==> config.mk <==
export PLATFORM = sky130hd
export DESIGN_NAME = i2c_txn_arbiter
export DESIGN_NICKNAME = d
export VERILOG_FILES = /design/src/rtl/i2c_pkg.sv /design/src/rtl/i2c_rr_picker.sv /design/src/rtl/i2c_txn_arbiter.sv
export SDC_FILE = /design/constraint.sdc
export NUM_CORES = 1
export LEC_CHECK = 0
export CORE_AREA = 4 4 86 88
export DETAILED_ROUTE_END_ITERATION = 16
export DIE_AREA = 0 0 90 92
export GPL_ROUTABILITY_DRIVEN = 0
export HOLD_SLACK_MARGIN = 0.12
export PLACE_DENSITY_LB_ADDON = 0.05
export SYNTH_ARGS = -nofsm -noshare
export SYNTH_HDL_FRONTEND = slang
export SYNTH_SLANG_ARGS = --single-unit
export TNS_END_PERCENT = 1
==> constraint.sdc <==
create_clock -name clk -period 7.7 [get_ports clk]
set_input_delay 2.31 -clock clk [delete_from_list [all_inputs] [get_ports clk]]
set_output_delay 2.31 -clock clk [all_outputs]
set_load 0.02 [all_outputs]
==> src/rtl/i2c_pkg.sv <==
// Shared I2C definitions: bus widths plus the master, slave and transaction-arbiter state encodings.
package i2c_pkg;

   localparam int unsigned I2C_ADDR_W = 7;
   localparam int unsigned I2C_DATA_W = 8;

   typedef enum logic [2:0] {
      MST_IDLE,
      MST_START,
      MST_ADDR,
      MST_DATA,
      MST_ACK,
      MST_STOP
   } i2c_mst_state_t;

   typedef enum logic [1:0] {
      SLV_IDLE,
      SLV_ADDR,
      SLV_DATA,
      SLV_ACK
   } i2c_slv_state_t;

   typedef enum logic [1:0] {
      ARB_IDLE,
      ARB_ISSUE,
      ARB_WAIT,
      ARB_RESP
   } arb_state_t;

endpackage

==> src/rtl/i2c_rr_picker.sv <==
// Combinational round-robin search: first valid requester at or after i_rr_ptr, wrapping at NUM_REQ.
module i2c_rr_picker #(
   parameter int unsigned NUM_REQ = 4
) (
   input  logic [NUM_REQ-1:0]         i_valid,
   input  logic [$clog2(NUM_REQ)-1:0] i_rr_ptr,
   output logic                       o_any_valid,
   output logic [$clog2(NUM_REQ)-1:0] o_grant
);

   localparam int unsigned PTR_W = $clog2(NUM_REQ);
   localparam int unsigned IDX_W = PTR_W + 1;

   logic [IDX_W-1:0] w_idx;

   // Walk offsets from farthest to nearest so the closest valid requester is the last one written.
   always_comb begin
      o_any_valid = 1'b0;
      o_grant     = '0;
      w_idx       = '0;
      for (int k = NUM_REQ - 1; k >= 0; k--) begin
         w_idx = {1'b0, i_rr_ptr} + IDX_W'(k);
         if (w_idx >= IDX_W'(NUM_REQ)) begin
            w_idx = w_idx - IDX_W'(NUM_REQ);
         end
         if (i_valid[w_idx[PTR_W-1:0]]) begin
            o_any_valid = 1'b1;
            o_grant     = w_idx[PTR_W-1:0];
         end
      end
   end

endmodule

==> src/rtl/i2c_txn_arbiter.sv <==
// Shares one I2C master between NUM_REQ requesters, one single-byte transaction at a time,
// granting round-robin and returning a per-requester response (with timeout abort).
module i2c_txn_arbiter
   import i2c_pkg::*;
#(
   parameter int unsigned NUM_REQ        = 4,
   parameter int unsigned TIMEOUT_CYCLES = 64
) (
   input  logic                           clk,
   input  logic                           rst,
   input  logic [NUM_REQ-1:0]             req_valid,
   output logic [NUM_REQ-1:0]             req_ready,
   input  logic [NUM_REQ*I2C_ADDR_W-1:0]  req_addr,
   input  logic [NUM_REQ-1:0]             req_rw,
   input  logic [NUM_REQ*I2C_DATA_W-1:0]  req_wdata,
   output logic [NUM_REQ-1:0]             rsp_valid,
   output logic [I2C_DATA_W-1:0]          rsp_rdata,
   output logic                           rsp_err,
   output logic                           m_start,
   output logic [I2C_ADDR_W-1:0]          m_addr,
   output logic                           m_rw,
   output logic [I2C_DATA_W-1:0]          m_wdata,
   input  logic                           m_done,
   input  logic [I2C_DATA_W-1:0]          m_rdata
);

   localparam int unsigned PTR_W = $clog2(NUM_REQ);
   localparam int unsigned TMR_W = $clog2(TIMEOUT_CYCLES);

   arb_state_t            r_state;
   logic [PTR_W-1:0]      r_rr_ptr;
   logic [PTR_W-1:0]      r_grant;
   logic [TMR_W-1:0]      r_timer;
   logic [I2C_ADDR_W-1:0] r_addr;
   logic                  r_rw;
   logic [I2C_DATA_W-1:0] r_wdata;
   logic [I2C_DATA_W-1:0] r_rdata;
   logic                  r_err;

   arb_state_t            w_state_nxt;
   logic [PTR_W-1:0]      w_rr_ptr_nxt;
   logic [PTR_W-1:0]      w_grant_nxt;
   logic [TMR_W-1:0]      w_timer_nxt;
   logic [I2C_ADDR_W-1:0] w_addr_nxt;
   logic                  w_rw_nxt;
   logic [I2C_DATA_W-1:0] w_wdata_nxt;
   logic [I2C_DATA_W-1:0] w_rdata_nxt;
   logic                  w_err_nxt;

   logic                  w_any_valid;
   logic [PTR_W-1:0]      w_pick;

   i2c_rr_picker #(
      .NUM_REQ (NUM_REQ)
   ) u_picker (
      .i_valid     (req_valid),
      .i_rr_ptr    (r_rr_ptr),
      .o_any_valid (w_any_valid),
      .o_grant     (w_pick)
   );

   always_ff @(posedge clk or posedge rst) begin
      if (rst) begin
         r_state  <= ARB_IDLE;
         r_rr_ptr <= '0;
         r_grant  <= '0;
         r_timer  <= '0;
         r_addr   <= '0;
         r_rw     <= 1'b0;
         r_wdata  <= '0;
         r_rdata  <= '0;
         r_err    <= 1'b0;
      end else begin
         r_state  <= w_state_nxt;
         r_rr_ptr <= w_rr_ptr_nxt;
         r_grant  <= w_grant_nxt;
         r_timer  <= w_timer_nxt;
         r_addr   <= w_addr_nxt;
         r_rw     <= w_rw_nxt;
         r_wdata  <= w_wdata_nxt;
         r_rdata  <= w_rdata_nxt;
         r_err    <= w_err_nxt;
      end
   end

   always_comb begin
      w_state_nxt  = r_state;
      w_rr_ptr_nxt = r_rr_ptr;
      w_grant_nxt  = r_grant;
      w_timer_nxt  = r_timer;
      w_addr_nxt   = r_addr;
      w_rw_nxt     = r_rw;
      w_wdata_nxt  = r_wdata;
      w_rdata_nxt  = r_rdata;
      w_err_nxt    = r_err;
      req_ready    = '0;
      rsp_valid    = '0;
      m_start      = 1'b0;

      unique case (r_state)
         ARB_IDLE: begin
            if (w_any_valid) begin
               for (int i = 0; i < NUM_REQ; i++) begin
                  if (w_pick == PTR_W'(i)) begin
                     req_ready[i] = 1'b1;
                     w_addr_nxt   = req_addr[i*I2C_ADDR_W +: I2C_ADDR_W];
                     w_rw_nxt     = req_rw[i];
                     w_wdata_nxt  = req_wdata[i*I2C_DATA_W +: I2C_DATA_W];
                  end
               end
               w_grant_nxt = w_pick;
               w_state_nxt = ARB_ISSUE;
            end
         end

         ARB_ISSUE: begin
            m_start     = 1'b1;
            w_timer_nxt = '0;
            w_state_nxt = ARB_WAIT;
         end

         ARB_WAIT: begin
            w_timer_nxt = r_timer + TMR_W'(1);
            // A completion on the timeout cycle still counts as success.
            if (m_done) begin
               w_rdata_nxt = r_rw ? '0 : m_rdata;
               w_err_nxt   = 1'b0;
               w_state_nxt = ARB_RESP;
            end else if (r_timer == TMR_W'(TIMEOUT_CYCLES - 1)) begin
               w_rdata_nxt = '0;
               w_err_nxt   = 1'b1;
               w_state_nxt = ARB_RESP;
            end
         end

         ARB_RESP: begin
            for (int i = 0; i < NUM_REQ; i++) begin
               if (r_grant == PTR_W'(i)) begin
                  rsp_valid[i] = 1'b1;
               end
            end
            w_rr_ptr_nxt = (r_grant == PTR_W'(NUM_REQ - 1)) ? '0 : r_grant + PTR_W'(1);
            w_state_nxt  = ARB_IDLE;
         end

         default: begin
            w_state_nxt = ARB_IDLE;
         end
      endcase
   end

   assign rsp_rdata = (r_state == ARB_RESP) ? r_rdata : '0;
   assign rsp_err   = (r_state == ARB_RESP) ? r_err : 1'b0;
   assign m_addr    = r_addr;
   assign m_rw      = r_rw;
   assign m_wdata   = r_wdata;

endmodule
### After elaboration in Yosys (flattened, before gate mapping)

Cells that the tools add are included.

| word-level totals | value |
|---|---|
| register bits | 37 |
| input port bits | 79 |

| cells by class | value |
|---|---|
| mux-type cells | 57 |
| equal/unequal tests | 12 |
| reductions and logical operators | 10 |
| add/sub/neg operators | 9 |
| order comparisons | 8 |

Operator list:

| operator | number |
|---|---|
| 8-bit 2-to-1 mux | 8 |
| 7-bit 2-to-1 mux | 4 |
| 1-bit 2-to-1 mux | 24 |
| 2-bit 2-to-1 mux | 12 |
| 2-bit equality test, second input constant | 6 |
| 2-bit by 3-bit < comparator with 1-bit output, second input constant | 4 |
| 4-bit 2-to-1 mux | 3 |
| 6-bit one-hot mux with 2 select lines | 1 |
| 3-bit >= comparator, second input constant | 3 |
| 1-bit binary-select mux with 2-bit select | 4 |
| 2-bit one-hot mux with 4 select lines | 1 |
| 2-bit by 1-bit subtractor with 2-bit output, second input constant | 4 |
| 2-bit by 2-bit adder with 3-bit output, second input constant | 2 |
| 6-bit by 1-bit adder with 6-bit output, second input constant | 1 |
| 2-bit by 1-bit equality test with 1-bit output, second input constant | 3 |
| 6-bit equality test, second input constant | 1 |
| 2-bit logical NOT | 3 |
| 2-bit AND reduction | 3 |
| 2-bit nonzero test | 2 |
| 4-bit nonzero test | 1 |
| 2-bit by 1-bit adder with 3-bit output, second input constant | 1 |
| 2-bit by 3-bit >= comparator with 1-bit output, second input constant | 1 |
| 3-bit inequality test, second input constant | 1 |
| 3-bit AND reduction | 1 |
| other kinds (2) | 2 |

### Depth between registers and ports, before layout

| logic depth | value |
|---|---|
| depth after elaboration | 14 |
| depth in mapped cells | 8 |
| gate-level depth less buffers | 6 |

### By module

Synthesis repeated with hierarchy kept, for this count alone.

| unflattened totals | value |
|---|---|
| cells, all modules | 176 |
| area total of the unflattened synthesis | 2185.8 sq um |

Modules (own cells, without submodules):

| module | seq. area each (sq um) | instances | area each (sq um) | cells an instance |
|---|---|---|---|---|
| i2c_txn_arbiter | 925.9 | 1 | 2108.3 | 163 |
| i2c_rr_picker | 0.0 | 1 | 77.6 | 13 |

### Worst setup path after synthesis

Ideal clock, no wire load.

| timing path | value |
|---|---|
| path kind | in2out |
| start | input req_valid[2] |
| end | output req_ready[0] |
| stages | 6 |
| arrival time | 3.732 ns |
| data required time | 5.390 ns |
| slack | 1.658 ns |
| buffers on the path | 2 |
| cells stage by stage | nor2b_1 > a211o_1 > and2_1 > buf_4 > buf_6 > nor3_1 |

| between the ends | value |
|---|---|
| longest elaborated chain between the ends | 10 |
| elaborated cells between the ends (all ways) | 20 |
| those cells by class | mux (19); reduce/logical (1) |

RTL lines:

| what | RTL line | RTL |
|---|---|---|
| start: declaration | i2c_txn_arbiter.sv:11 | `input logic [NUM_REQ-1:0] req_valid,` |
| 1-bit binary-select mux with 2-bit select | i2c_rr_picker.sv:26 | `if (i_valid[w_idx[PTR_W-1:0]]) begin` |
| 1-bit 2-to-1 mux (implied by the code) | i2c_rr_picker.sv:26 |  |
| 2-bit 2-to-1 mux (4 in series) | i2c_rr_picker.sv:26 |  |
| 2-bit logical NOT | i2c_txn_arbiter.sv:104 | `if (w_pick == PTR_W'(i)) begin` |
| 1-bit 2-to-1 mux | i2c_txn_arbiter.sv:104 |  |
| 4-bit 2-to-1 mux (*) | i2c_txn_arbiter.sv:102 | `if (w_any_valid) begin` |
| 4-bit 2-to-1 mux (*) | i2c_txn_arbiter.sv:100 | `unique case (r_state)` |
| end: declaration | i2c_txn_arbiter.sv:12 | `output logic [NUM_REQ-1:0] req_ready,` |

Mark *: on every way between the ends. The rest lies on a longest branch, timed or not. The select of a mux whose other input is x is not followed.

### Worst setup path after layout

| timing path | value |
|---|---|
| start | input req_valid[2] |
| end | output req_ready[3] |

| between the ends | value |
|---|---|
| longest elaborated chain between the ends | 10 |
| elaborated cells between the ends (all ways) | 20 |
| those cells by class | eq/ne (1); mux (19) |

RTL lines:

| what | RTL line |
|---|---|
| 1-bit binary-select mux with 2-bit select | i2c_rr_picker.sv:26 |
| 1-bit 2-to-1 mux (implied by the code) | i2c_rr_picker.sv:26 |
| 2-bit 2-to-1 mux (4 in series) | i2c_rr_picker.sv:26 |
| 2-bit equality test | i2c_txn_arbiter.sv:104 |
| 1-bit 2-to-1 mux | i2c_txn_arbiter.sv:104 |
| 4-bit 2-to-1 mux (*) | i2c_txn_arbiter.sv:102 |
| 4-bit 2-to-1 mux (*) | i2c_txn_arbiter.sv:100 |

Marks and branches as above.

==> results.py <==
metrics = {
    "cts": {
        "cts_setup_buffers": 0,
        "clockBufferDepth": 2,
        "root_buffer": "clkbuf_8",
        "cts_resized": 0,
        "cts.sinks": 37,
        "cts_hold_buf": 0,
        "path_clk_slew_ps": 80,
        "clkLatencyLatePin_ps": 290,
        "cts_tree": "done",
        "numCtsBuffers": 5,
        "htree_levels": 2,
    },
    "yosys": {
        "syn_area_per_cell_um2": 9.47,
        "syn_nets": 331,
        "yosysTopAreaCellShare": 0.404,
        "async_flop_share": 1.00,
        "synth_commonest_cells": "dfrtp_1, nand2_1, mux2i_1",
        "synth_ff_type": "dfrtp_1",
        "synth_area_leaders": "dfrtp_1, mux2i_1, ha_1",
        "synth_edf_count": 0,
        "ys_ff_latch": 37,
        "yosysMostFrequentCell": "dfrtp_1",
        "yosys.cell_types.count": 38,
        "synthesis.area_um2": 2290,
        "ys_warn_count": 0,
        "syn-instance-count": 242,
        "synth_area_leader_cell": "dfrtp_1",
        "ys_seq_area_frac": 0.404,
    },
    "die": {
        "die_area_um2": 8280,
        "die_w_um": 90,
        "initial_utilization": 0.345,
        "io_pins": 113,
        "coreArea_um2": 6640,
        "fp-row-count": 30,
        "fp.dieH_um": 92,
    },
    "route": {
        "drt-pass1-iter-count": 4,
        "viasPerCell": 4.94,
        "vias": 2137,
        "drc": 0,
        "wire_per_inst_um": 14.9,
        "wl_um": 6440,
        "drtIter0Drc": 85,
        "antenna_left": 0,
    },
    "critical_path": {
        "cpMostUsedCell": "clkdlybuf4s50_1",
        "r2r_cells": 6,
        "critPathLaunchType": "input port",
        "r2r_setup_slack_ps": 5490,
        "r2r_end": "m_wdata[6]$_DFFE_PP0P_",
        "crit-reg2reg-launch": "r_state[0]$_DFFE_PP0P_",
        "worstPathRequired_ps": 5390,
        "worstPathArrival_ps": 4620,
        "crit_fanout": 11,
        "slowest_stage": "clkdlybuf4s50_1",
        "path_class": "in2out",
        "max_stage_delay_ps": 670,
        "worstSetupEndpointType": "output pin",
        "path_cells": "clkdlybuf4s50_1 > nor2b_1 > a211o_1 > nand2_1 > nor3_1 > clkdlybuf4s50_1",
    },
    "power": {
        "p_leak_nw": 1.56,
        "total_power_w": 0.00114,
        "ir_drop_mv": 0.188,
        "p_per_area_nw_per_um2": 320,
    },
    "timing": {
        "max_freq_mhz": 144,
        "min_period_ps": 6930,
        "fin_crit_sh": 0.900,
        "clock_skew_ps": 10.0,
        "finalHoldViolCount": 0,
        "setup_tns_ps": 0,
        "grt_setup_unrepaired": "no",
        "slew_violations": 0,
        "slew_headroom": 0.567,
        "setup_violations": 0,
        "tightest_slew_ps": 650,
    },
    "flow_run": {
        "cap_violations": 0,
    },
    "global_route": {
        "grt_use_total": 0.154,
        "grt_max_degree": 38,
        "grtUsageMet3": 0.0443,
        "grt_overflow_total": 0,
        "grt.busiest_layer": "met2",
        "antenna_found_initial": 0,
        "grt_pass1_vias": 2121,
        "grt_use_met1": 0.204,
        "grt_pass1_wl_um": 10500,
        "met2_usage": 0.252,
    },
    "finish": {
        "syn_to_final_growth_pct": 56.0,
        "drive_gt1_frac": 0.0538,
        "nets": 441,
        "antenna_cells": 0,
    },
    "worst_hold_path": {
        "hold_path_end": "r_rdata[0]$_DFFE_PP0P_",
        "hp-start": "r_rdata[0]$_DFFE_PP0P_",
        "min_path_type": "reg2reg",
        "worstHoldPathCells": 2,
    },
    "placement": {
        "port_buffers": 112,
        "dp_hpwl_um": 4950,
    },
    "status": {
        "status": "finished clean",
    },
}
worst max-delay path, delay by kind of cell:
family	cells	cell delay, ps
AOI/OAI and AO/OA	1	270
and+or+nand+nor	3	860
buffers and inverters	2	1170
placed cells by master (no fill, tap or decap), drive strengths merged, types with 2 or more instances in the layout:
cell type / Yosys / final
mux2: 2 / 2
clkbuf: 4 / 6
mux2i: 24 / 24
a211o: 2 / 2
clkdlybuf4s50: 0 / 112
ha: 10 / 10
nor2b: 7 / 7
inv: 10 / 9
nand3: 11 / 11
and2: 15 / 15
o221ai: 8 / 8
o21ai: 9 / 9
and3: 9 / 9
a21oi: 3 / 3
nand2: 34 / 34
a211oi: 17 / 17
buf: 8 / 3
nor3: 4 / 4
nor2: 15 / 15
dfrtp: 37 / 37
worst max-delay path by stage:
stage / from / end
final: req_valid[2] / req_ready[3]
after global routing: req_valid[2] / req_ready[3]
after CTS: req_valid[2] / req_ready[3]
after detailed placement: req_valid[2] / req_ready[3]
after global placement: req_valid[2] / req_ready[3]
after floorplan: req_valid[2] / req_ready[0]
flip-flops by register name, summed over array words and instances (netlist names):
name	count
r_state	2
r_rr_ptr	2
r_grant	2
r_rdata	8
r_err	1
r_timer	6
m_wdata	8
m_addr	7
m_rw	1
logic make-up (layout without fill, tap and decap cells):
family | after synthesis | count (layout) | share of synthesized area
AO/OA/AOI/OAI | 45 | 45 | 0.147
multiplexers | 26 | 26 | 0.115
flip-flops | 37 | 37 | 0.404
AND/OR/NAND/NOR | 101 | 101 | 0.224
adder cells (fa/ha/maj) | 10 | 10 | 0.0546
buffers and inverters | 22 | 133 | 0.0513
XOR/XNOR | 1 | 1 | 0.00382
per-stage QoR:
stage               hold WS, ps  utilization  setup slack, ps  cells  cell area [um^2]
detailed placement          449        0.520              824    425              3450
finish                      464        0.538              767    433              3570
global placement            442        0.520              857    425              3450
CTS                         468        0.538              792    433              3570
global route                487        0.538              580    433              3570
floorplan                   431            -             1660    242              2290
per-layer routing:
metal | vias to the layer above | part of all wire
li1 | 1083 | -
met1 | 994 | 0.45
met2 | 58 | 0.48
met3 | 2 | 0.064
met4 | 0 | 0.0048
met5 | - | 0
final cells by class:
| cell class | instances | area [um^2] |
|---|---|---|
| fillers | 650 | 3070 |
| multi-input cells | 183 | 1250 |
| repair buffers | 115 | 1140 |
| flip-flops and latches | 37 | 926 |
| well taps | 80 | 100 |
| clock buffers | 6 | 82.6 |
| clock inverters | 2 | 37.5 |
| inverters | 10 | 37.5 |
report_power, final:
part	total, W	leakage (nW)	internal [W]	switching, W
Combinational	0.000634	1.04	0.000293	0.000341
Sequential	0.000330	0.461	0.000277	0.0000528
Clock	0.000179	0.0574	0.000105	0.0000732
No activity file was read; power rests on OpenSTA's default activity.
